`src/rtl/if_fetch_unit_if.sv`:
```
// Instruction-memory request/response bus of the fetch unit.
//   imem_req    request valid (fetch unit -> memory)
//   imem_addr   request word address (fetch unit -> memory)
//   imem_gnt    request accepted when imem_req & imem_gnt (memory -> fetch unit)
//   imem_rvalid response valid, returned in request order (memory -> fetch unit)
//   imem_rdata  response word (memory -> fetch unit)
interface if_fetch_unit_if #(
   parameter int unsigned WIDTH  = 32,
   parameter int unsigned ADDR_W = 32
);
   logic              imem_req;
   logic [ADDR_W-1:0] imem_addr;
   logic              imem_gnt;
   logic              imem_rvalid;
   logic [WIDTH-1:0]  imem_rdata;

   modport master (
      output imem_req,
      output imem_addr,
      input  imem_gnt,
      input  imem_rvalid,
      input  imem_rdata
   );

   modport slave (
      input  imem_req,
      input  imem_addr,
      output imem_gnt,
      output imem_rvalid,
      output imem_rdata
   );
endinterface

```
`src/rtl/if_fetch_unit.sv`:
```
// Instruction-fetch front end of the 5-stage MIPS pipeline.
// Owns the PC, issues in-order requests to instruction memory, buffers the
// returned words in a small queue and presents one {pc, instr} per cycle to
// the IF/ID register. Honours the hazard-unit stall and the EX branch redirect.
// Ports:
//   clock          rising-edge clock
//   reset          synchronous, active-high reset
//   stall          1 = IF/ID holds, head entry is not popped
//   branch         1 = redirect fetch to branch_target and flush everything
//   branch_target  redirect address (word aligned)
//   imem           instruction-memory bus (master side)
//   if_valid       queue head valid
//   if_instr       head instruction, 0 (NOP) when !if_valid
//   if_pc          head PC, 0 when !if_valid
module if_fetch_unit #(
   parameter int unsigned       WIDTH    = 32,
   parameter int unsigned       ADDR_W   = 32,
   parameter logic [ADDR_W-1:0] RESET_PC = '0,
   parameter int unsigned       DEPTH    = 2
) (
   input  logic              clock,
   input  logic              reset,
   input  logic              stall,
   input  logic              branch,
   input  logic [ADDR_W-1:0] branch_target,
   if_fetch_unit_if.master   imem,
   output logic              if_valid,
   output logic [WIDTH-1:0]  if_instr,
   output logic [ADDR_W-1:0] if_pc
);
   localparam int unsigned   PTR_W   = $clog2(DEPTH);
   localparam int unsigned   CNT_W   = PTR_W + 1;
   localparam logic [CNT_W:0] DEPTH_V = (CNT_W + 1)'(DEPTH);

   logic [ADDR_W-1:0] pc_q, pc_d;
   logic [ADDR_W-1:0] resp_pc_q, resp_pc_d;
   logic [CNT_W-1:0]  inflight_q, inflight_d;
   logic [CNT_W-1:0]  drop_q, drop_d;
   logic [CNT_W-1:0]  occ_q, occ_d;
   logic [PTR_W-1:0]  rd_ptr_q, rd_ptr_d;
   logic [PTR_W-1:0]  wr_ptr_q, wr_ptr_d;
   logic [ADDR_W-1:0] pc_mem_q    [DEPTH];
   logic [WIDTH-1:0]  instr_mem_q [DEPTH];

   logic [CNT_W:0]    used;
   logic              req;
   logic              accept;
   logic              rvalid;
   logic              push;
   logic              pop;

   // A request is only issued when a queue slot is guaranteed for its
   // response; a pop in the same cycle does not free credit.
   assign used   = {1'b0, inflight_q} + {1'b0, occ_q};
   assign req    = !reset && !branch && (used < DEPTH_V);
   assign accept = req && imem.imem_gnt;
   assign rvalid = imem.imem_rvalid;
   assign push   = rvalid && (drop_q == '0) && !branch;

   assign imem.imem_req  = req;
   assign imem.imem_addr = pc_q;

   assign if_valid = !reset && (occ_q != '0);
   assign if_instr = if_valid ? instr_mem_q[rd_ptr_q] : '0;
   assign if_pc    = if_valid ? pc_mem_q[rd_ptr_q]    : '0;
   assign pop      = if_valid && !stall && !branch;

   always_comb begin
      pc_d       = pc_q;
      resp_pc_d  = resp_pc_q;
      drop_d     = drop_q;
      occ_d      = occ_q;
      rd_ptr_d   = rd_ptr_q;
      wr_ptr_d   = wr_ptr_q;
      inflight_d = inflight_q + CNT_W'(accept) - CNT_W'(rvalid);
      if (branch) begin
         pc_d      = branch_target;
         resp_pc_d = branch_target;
         // inflight already counts responses still pending discard, so every
         // outstanding response becomes stale; one arriving now is dropped here.
         drop_d    = inflight_q - CNT_W'(rvalid);
         occ_d     = '0;
         rd_ptr_d  = '0;
         wr_ptr_d  = '0;
      end else begin
         if (accept) begin
            pc_d = pc_q + ADDR_W'(4);
         end
         if (rvalid) begin
            if (drop_q != '0) begin
               drop_d = drop_q - CNT_W'(1);
            end else begin
               resp_pc_d = resp_pc_q + ADDR_W'(4);
            end
         end
         if (push) begin
            wr_ptr_d = wr_ptr_q + PTR_W'(1);
         end
         if (pop) begin
            rd_ptr_d = rd_ptr_q + PTR_W'(1);
         end
         occ_d = occ_q + CNT_W'(push) - CNT_W'(pop);
      end
   end

   always_ff @(posedge clock) begin
      if (reset) begin
         pc_q       <= RESET_PC;
         resp_pc_q  <= RESET_PC;
         inflight_q <= '0;
         drop_q     <= '0;
         occ_q      <= '0;
         rd_ptr_q   <= '0;
         wr_ptr_q   <= '0;
      end else begin
         pc_q       <= pc_d;
         resp_pc_q  <= resp_pc_d;
         inflight_q <= inflight_d;
         drop_q     <= drop_d;
         occ_q      <= occ_d;
         rd_ptr_q   <= rd_ptr_d;
         wr_ptr_q   <= wr_ptr_d;
      end
   end

   // Queue storage needs no reset: occupancy gates everything read from it.
   always_ff @(posedge clock) begin
      if (push && !reset) begin
         pc_mem_q[wr_ptr_q]    <= resp_pc_q;
         instr_mem_q[wr_ptr_q] <= imem.imem_rdata;
      end
   end
endmodule

```
`src/flat_wrapper.sv`:
```
// flat-port wrapper written by rule: the top's interface ports become plain ports
module if_fetch_unit_flat 
#(
   parameter int unsigned       WIDTH    = 32,
   parameter int unsigned       ADDR_W   = 32,
   parameter logic [ADDR_W-1:0] RESET_PC = '0,
   parameter int unsigned       DEPTH    = 2
)
  (clock, reset, stall, branch, branch_target, if_valid, if_instr, if_pc, imem_imem_req, imem_imem_addr, imem_imem_gnt, imem_imem_rvalid, imem_imem_rdata);
  if_fetch_unit_if #(.WIDTH(WIDTH), .ADDR_W(ADDR_W)) imem_i ();
  input  logic clock;
  input  logic reset;
  input  logic stall;
  input  logic branch;
  input  logic [ADDR_W-1:0] branch_target;
  output logic if_valid;
  output logic [WIDTH-1:0] if_instr;
  output logic [ADDR_W-1:0] if_pc;
  output wire logic [$bits(imem_i.imem_req)-1:0] imem_imem_req;
  output wire logic [$bits(imem_i.imem_addr)-1:0] imem_imem_addr;
  input wire logic [$bits(imem_i.imem_gnt)-1:0] imem_imem_gnt;
  input wire logic [$bits(imem_i.imem_rvalid)-1:0] imem_imem_rvalid;
  input wire logic [$bits(imem_i.imem_rdata)-1:0] imem_imem_rdata;
  assign imem_imem_req = imem_i.imem_req;
  assign imem_imem_addr = imem_i.imem_addr;
  assign imem_i.imem_gnt = imem_imem_gnt;
  assign imem_i.imem_rvalid = imem_imem_rvalid;
  assign imem_i.imem_rdata = imem_imem_rdata;
  if_fetch_unit #(.WIDTH(WIDTH), .ADDR_W(ADDR_W), .RESET_PC(RESET_PC), .DEPTH(DEPTH)) u_core (.clock(clock), .reset(reset), .stall(stall), .branch(branch), .branch_target(branch_target), .imem(imem_i), .if_valid(if_valid), .if_instr(if_instr), .if_pc(if_pc));
endmodule
```
`config.mk`:
```
export PLATFORM = sky130hd
export DESIGN_NAME = if_fetch_unit_flat
export DESIGN_NICKNAME = d
export VERILOG_FILES = /design/src/rtl/if_fetch_unit_if.sv /design/src/rtl/if_fetch_unit.sv /design/src/flat_wrapper.sv
export SDC_FILE = /design/constraint.sdc
export NUM_CORES = 1
export LEC_CHECK = 0
export BUFFER_PORTS_ARGS = -buffer_cell sky130_fd_sc_hd__buf_2
export CAP_MARGIN = 20
export CORE_MARGIN = 2
export CORE_UTILIZATION = 45
export DETAILED_ROUTE_END_ITERATION = 16
export MAX_ROUTING_LAYER = met4
export PLACE_DENSITY_LB_ADDON = 0.05
export SKIP_LAST_GASP = 1
export SLEW_MARGIN = 20
export SYNTH_ARGS = -nofsm -noshare
export SYNTH_HDL_FRONTEND = slang
export SYNTH_SLANG_ARGS = --single-unit
```
`constraint.sdc`:
```
create_clock -name clock -period 10.4 [get_ports clock]
set_clock_uncertainty 0.05 [all_clocks]
set_input_delay 1.04 -clock clock [delete_from_list [all_inputs] [get_ports clock]]
set_output_delay 1.04 -clock clock [all_outputs]
set_load 0.01 [all_outputs]
```
==> results of run 1 <==
==> cell families after synthesis <==
group | after synthesis | synth area share
and+or+nand+nor | 262 | 0.1440
DFF | 201 | 0.6111
AOI/OAI and AO/OA | 112 | 0.08072
muxes | 70 | 0.08143
buffers and inverters | 68 | 0.03099
xor gates and xnor gates | 39 | 0.03935
adders and majority gates | 8 | 0.01240
==> critical path, cell delays in order <==
cell and delay (ns):
buf_2 0.08, buf_4 0.55, or2_4 0.69, nor2_1 0.16, buf_2 0.18
==> power groups by stage <==
| stage | clock, W | sequential [W] | combinational, W |
|---|---|---|---|
| 2_1_floorplan | 0 | 0.000919 | 0.0000713 |
| 3_3_place_gp | 0 | 0.000920 | 0.000116 |
| 3_5_place_dp | 0 | 0.000922 | 0.000118 |
| 4_1_cts | 0.000840 | 0.000905 | 0.000119 |
| 5_1_grt | 0.000875 | 0.000909 | 0.000132 |
| 6_report | 0.000820 | 0.000905 | 0.000119 |
==> Yosys cell counts, drive strengths merged <==
cell     number  share of area
a32oi         2         0.0020
nand3b        2         0.0017
mux2i        65          0.075
edfxtp      128           0.44
ha            7          0.010
dfxtp        73           0.17
xnor2        27          0.027
a31oi        12         0.0086
clkinv        1        0.00058
nor2b         3         0.0022
nand3        21          0.012
o21a          2         0.0017
o311ai        4         0.0040
nor3         15         0.0086
and2          6         0.0043
mux2          5         0.0065
or3           3         0.0022
nand2b        1        0.00072
or2           2         0.0014
nand4        21          0.015
fa            1         0.0023
a311oi        1         0.0010
a21oi        36          0.021
buf          14         0.0074
nor3b         1        0.00087
nor4         10         0.0086
a21o          1        0.00087
a211oi       14          0.012
o21bai        4         0.0035
a21boi       10         0.0086
nand2        55          0.025
o31ai         1        0.00087
a221oi        2         0.0020
a22oi         1        0.00087
o211ai        2         0.0017
inv          21         0.0091
and3          9         0.0065
xor2         12          0.012
nor4b         1         0.0017
a2bb2oi       1         0.0010
and4          6         0.0061
or4           2         0.0022
o21ai        19          0.011
nor2        104          0.045
clkbuf       32          0.014
==> registers in the layout, summed over array words and instances, names as in the netlist, named ones only <==
| signal | count |
|---|---|
| u_core.drop_q | 2 |
| u_core.imem.imem_addr | 32 |
| u_core.inflight_q | 2 |
| u_core.instr_mem_q | 64 |
| u_core.occ_q | 2 |
| u_core.pc_mem_q | 64 |
| u_core.rd_ptr_q | 1 |
| u_core.resp_pc_q | 32 |
| u_core.wr_ptr_q | 1 |
==> how the worst max path moves through the flow <==
stage               depth (start not counted)                       end  slack [ns]  startpoint
floorplan                                   4  u_core.instr_mem_q[0][0]        1.98      branch
global placement                            5                 if_pc[20]        6.23       reset
detailed placement                          5                 if_pc[22]        6.12       reset
CTS                                         5                 if_pc[22]        6.12       reset
global route                                5                 if_pc[22]        6.39       reset
finish                                      5                 if_pc[20]        6.57       reset
==> final cells by class <==
class / count / area [µm²]
fill: 1642 / 8322
sequential: 201 / 5309
multi-input combinational: 491 / 3117
timing repair buffer: 174 / 900.9
clock buffer: 25 / 583.1
tap: 260 / 325.3
clock inverter: 14 / 190.2
inverter: 22 / 83.83
==> stage by stage <==
stage | setup slack, ns | cell area [µm²]
after detailed placement | 6.121 | 9713
after floorplan | 1.984 | 8681
after CTS | 6.117 | 10490
final | 6.567 | 10510
after global routing | 6.389 | 10510
after global placement | 6.230 | 9713
==> per-layer routing <==
layer	wire length, µm	track usage	part of all wire
met3	1294	0.02750	0.066
met1	9230	0.2758	0.47
met2	8832	0.2996	0.45
met5	0	-	0
met4	282	0.05159	0.014
==> cell usage in the layout (no fill, tap or decap), types with 9 or more instances in the layout <==
cell         n
a31oi_1     12
nand2_1     54
nand4_1     21
a211oi_1    14
xor2_1      12
a21boi_0     9
mux2i_1     65
nor3_1      15
inv_1       20
xnor2_1     27
nor2_1     104
dfxtp_1     72
nand3_1     21
a21oi_1     36
o21ai_0     19
edfxtp_1   128
buf_2      167
clkbuf_16   23
==> results.md, run 1 <==
* Status: finished, final reports clean
* Finished Layout Cells at 1187
* Final HPWL DP at approximately 13000 µm
* Sw frac at 0.2130
* Worst-path maximum fanout at 65
* Fin util at 0.5581
* Sequential-to-total area share from yosys stat at 0.6111
* Yosys cell types at 55
* Cell Pwr Density at 175.4 nW/µm²
* Initial antenna violation count at 0
* H-tree depth at 1
* Core area at 18830 µm²
* Hold slack at approximately 0.42 ns
* First-pass DRT Iterations at 5
* Total Routing Usage GR at 0.1956
* RSZ-0062 raised after global routing: no
* Total of warnings raised by yosys at 0
* Max VDD drop at 89.33 µV
* Die Ht at 142.9 µm
* Total Power at 0.001844 W
* Internal Power at approximately 0.0015 W
* Vias in the first global route at 6053
* Final ANT Viol Nets at 0
* Slew HR at 0.3244
* WP data arrival at 2.74 ns
* I/O pin count at 168
* Comb power frac at 0.065
* Clk buf depth at 3
* Post-synth net total at roughly 840
* Post-CTS setup buffers at 0
* Flop pwr share at 0.491
* Antenna cells at 0
* Post-CTS sizing at 0
* Worst Hold Class: flop to flop
* Setup violations, final at 0
* Largest net degree at the start of global routing at 66
* Clock Sinks at 201
* Final Hold Fails at 0
* First-pass GRT wire length at 31030 µm
* Clk pwr share at 0.445
* Via density at 5.276
* DRT Wirelength at 19640 µm
* CTS Buf Count at 22
* Mapped Cells at between 700 and 800
* Share of layout cells above drive strength 1 at 0.2384
* Worst Setup End Kind: output port
* Leakage at roughly 3.9 nW
* Slew @ Worst Pin at 1.013 ns
* IO Port Bufs at 167
* Worst R2R Start: u_core.occ_q[0]
* Final Max Tran Viols at 0
* Setup Crit Path Kind: primary input to output port
* CP Data Required Time at just over 9 ns
* Mapped cell area at 8681 µm²
* Avg Inst Size Synth at ~11 µm²
* WHS Path Cells at 2
* WHS Endpoint: u_core.imem.imem_addr[1]
* Die Wd at ~140 µm
* Worst-Skew Late Latency at 0.49 ns
* Max capacitance violation total at 0
* Hold path start: u_core.imem.imem_addr[1]
* Crit path time final at 3.833 ns
* Area Overhead vs Synth at 21.06%
* Nets at slightly below 1000
* Placed Instances at approximately 1100
* Routed wire per std cell at about 17 µm
* CTS tree: built
* Sw Pwr at 0.0003927 W
* Die footprint at 20420 µm²
* Final period util at 0.3686
* # DRC at 0
* CP startpoint kind: primary input
* R2r setup slk at around 7.6 ns
* Clock transition at path regs at approximately 0.06 ns
* GR Overflow Total at 0
* Vias at 6263
* Final TNS setup at 0 ns
* DRT iter0 DRCs at 412
* Fmax at 260.9 MHz
* Clk root buf: clkbuf_16
* Placer Congestion at 0.8942
* FP Rows at 50
* #FFs+latches synth at 201
* R2R Path End: u_core.imem.imem_addr[5]
* Worst Reg-to-Reg Cells at 10
* CTS Hold Bufs at 0
* Effective utilization at floorplan at 0.4610
No activity file was read; power rests on OpenSTA's default activity.
==> run 2: changes to the inputs <==
==> constraint.sdc (replaced) <==
create_clock -name clock -period 3.4 [get_ports clock]
set_clock_uncertainty 0.05 [all_clocks]
set_input_delay 0.34 -clock clock [delete_from_list [all_inputs] [get_ports clock]]
set_output_delay 0.34 -clock clock [all_outputs]
set_load 0.01 [all_outputs]
==> run 2 against run 1 <==
  * First-iteration DRC count fell by 13%
  * Non-clock buffer count up 36
  * Largest cell class unchanged
  * Worst hold slack got worse by 0.38 ns
  * Total power grew to 3.0 times the previous value
  * Sequential cell count unchanged
  * Via count increased by 4.2%
  * Largest power group unchanged
  * Global-route usage rose by 0.89 points
  * Critical path type is now flop to flop
==> results.md, run 2 (same netlist as run 1, synthesis figures left out) <==
* Vias in the first global route at 6304 (+4.1%)
* Leading cell type in the layout, fill and taps excluded: buf_2
* CP Data Required Time at 3.78 ns (-5.53 ns)
* Final Hold Fails at 0 (unchanged)
* Final TNS setup at 0 ns (unchanged)
* Die footprint at 20420 µm² (unchanged)
* Final ANT Viol Nets at 0 (unchanged)
* Die Wd at 142.9 µm (unchanged)
* # DRC at 0 (unchanged)
* Max capacitance violation total at 0 (unchanged)
* FP Rows at 50 (unchanged)
* Final Max Tran Viols at 0 (unchanged)
* Status: finished, final reports clean
* DRT Wirelength at 20510 µm (+4.4%)
* Commonest cells after routing, fill and taps aside: buf_2 (167), edfxtp_1 (128), nor2_1 (104)
* Worst Hold Class: primary input to flop
* FF+latch area at 5309 µm² (unchanged)
* Setup Crit Path Kind: flop to flop
* Nets at 1026 (+3.6%)
* Worst path bufs/invs at 3 (unchanged)
* First-pass DRT Iterations at 5 (unchanged)
* Post-CTS sizing at 0 (unchanged)
* Clk root buf: clkbuf_16
* CTS tree: built
* WP data arrival at 3.21 ns (+0.47 ns)
* CTS Buf Count at 22 (unchanged)
* Clock transition at path regs at 0.06 ns (about the same)
* Slew HR at 0.3608 (+0.03638)
* RSZ-0062 raised after global routing: no
* CP max stage delay at 0.54 ns (-0.15 ns)
* Slowest-stage cell, CP: or4_4
* Total Routing Usage GR at 0.2045 (+0.008899)
* Leakage at 4.048 nW (+3.5%)
* Largest net degree at the start of global routing at 65 (-1.5%)
* Worst-path maximum fanout at 26 (-60%)
* PnR worst setup slack at 0.5734 ns (-5.994 ns)
* First-pass GRT wire length at 32390 µm (+4.4%)
* Cell area after placement at 9797 µm² (+0.86%)
* Routed wire per std cell at 16.75 µm (+1.3%)
* Area occupied by multi-input gates at 3123 µm² (+0.20%)
* Crit path cell chain: inv_1, nor2_1, fa_1, or4_4, clkinv_2, nand2_4, inv_2, nand4_1, mux2_1, a21oi_1
* Placer Congestion at 0.9005 (+0.70%)
* Initial antenna violation count at 0 (unchanged)
* Final HPWL DP at 13410 µm (+5.6%)
* Slew @ Worst Pin at 0.9588 ns (-0.05457 ns)
* IO Port Bufs at 167 (unchanged)
* Setup violations, final at 0 (unchanged)
* Critical path's top delay family: simple AND/OR/NAND/NOR gates
* CP startpoint kind: flop
* Pre-CTS setup slack at 0.5743 ns (-5.546 ns)
* Final period util at 0.8313
* Via density at 5.333 (+1.1%)
* Area Overhead vs Synth at 24.99%
* Fillers at 1628 (-0.85%)
* Worst Setup End Kind: flop
* Effective utilization at floorplan at 0.4610 (unchanged)
* Die Ht at 142.9 µm (unchanged)
* Antenna cells at 0 (unchanged)
* Top flop regs: u_core.instr_mem_q x64, u_core.pc_mem_q x64
* I/O pin count at 168 (unchanged)
* H-tree depth at 1 (unchanged)
* Crit path time final at about 2.8 ns
* Share of layout cells above drive strength 1 at 0.2313 (-0.007076)
* GR Overflow Total at 0 (unchanged)
* Vias at 6528 (+4.2%)
* Worst-Skew Late Latency at 0.50 ns (about the same)
* Total Power at 0.005563 W (+200%)
* Cell Pwr Density at 512.7 nW/µm² (+190%)
* Final Instance Area at 10850 µm² (+3.3%)
* Fmax at 353.8 MHz
* DRT iter0 DRCs at 357 (-13%)
* Clock Sinks at 201 (unchanged)
* Clk buf depth at 3 (unchanged)
* Max VDD drop at 383.9 µV (+330%)
* Core area at 18830 µm² (unchanged)
* Hold slack at 0.04068 ns (-0.3775 ns)
[run 2: what timing repair did]
action	in CTS	in global routing
hold endpoints to repair	64	0
setup buffers	0	0
hold buffers	32	0
[run 2: where the power goes]
| part | switching [W] | total (W) | internal, W |
|---|---|---|---|
| Combinational | 0.000224 | 0.000403 | 0.000179 |
| Clock | 0.000919 | 0.00239 | 0.00147 |
| Sequential | 0.0000840 | 0.00277 | 0.00269 |
| Total | 0.00123 | 0.00556 | 0.00434 |
[run 2: worst paths after layout]
path,start,end,slack (ns),cells after the start
hold reg to reg,u_core.imem.imem_addr[1],u_core.imem.imem_addr[1],0.41,2
setup reg to reg,u_core.occ_q[0],u_core.imem.imem_addr[5],0.57,10
hold / removal,branch_target[31],u_core.resp_pc_q[31],0.04,3
setup / recovery,u_core.occ_q[0],u_core.imem.imem_addr[5],0.57,10
[run 2: cell type report]
cell class / count / share of cell area
clock buffers: 32 / 0.05604
clock inverters: 8 / 0.01153
inverters: 22 / 0.007726
multi-input cells: 491 / 0.2878
flip-flops and latches: 201 / 0.4893
well taps: 260 / 0.02998
repair buffers: 210 / 0.1176
[run 2: worst reg2reg max path, stage by stage (launching register included)]
cell and delay [ns]:
dfxtp_1 0.33, inv_1 0.05, nor2_1 0.14, fa_1 0.44
or4_4 0.54, clkinv_2 0.12, nand2_4 0.18, inv_2 0.29
nand4_1 0.15, mux2_1 0.33, a21oi_1 0.13
[run 2: per-stage QoR]
stage            util  cells
2_1_floorplan       -    760
3_3_place_gp   0.5203   1152
3_5_place_dp   0.5203   1152
4_1_cts        0.5762   1224
5_1_grt        0.5762   1224
6_report       0.5762   1224
[run 2: metal layers]
| metal | global-route usage | vias up | wire length (µm) |
|---|---|---|---|
| met5 | - | - | 0 |
| met4 | 0.04429 | 0 | 341 |
| met3 | 0.03152 | 30 | 1264 |
| met2 | 0.3231 | 276 | 9201 |
| met1 | 0.2822 | 3091 | 9699 |
| li1 | - | 3131 | - |
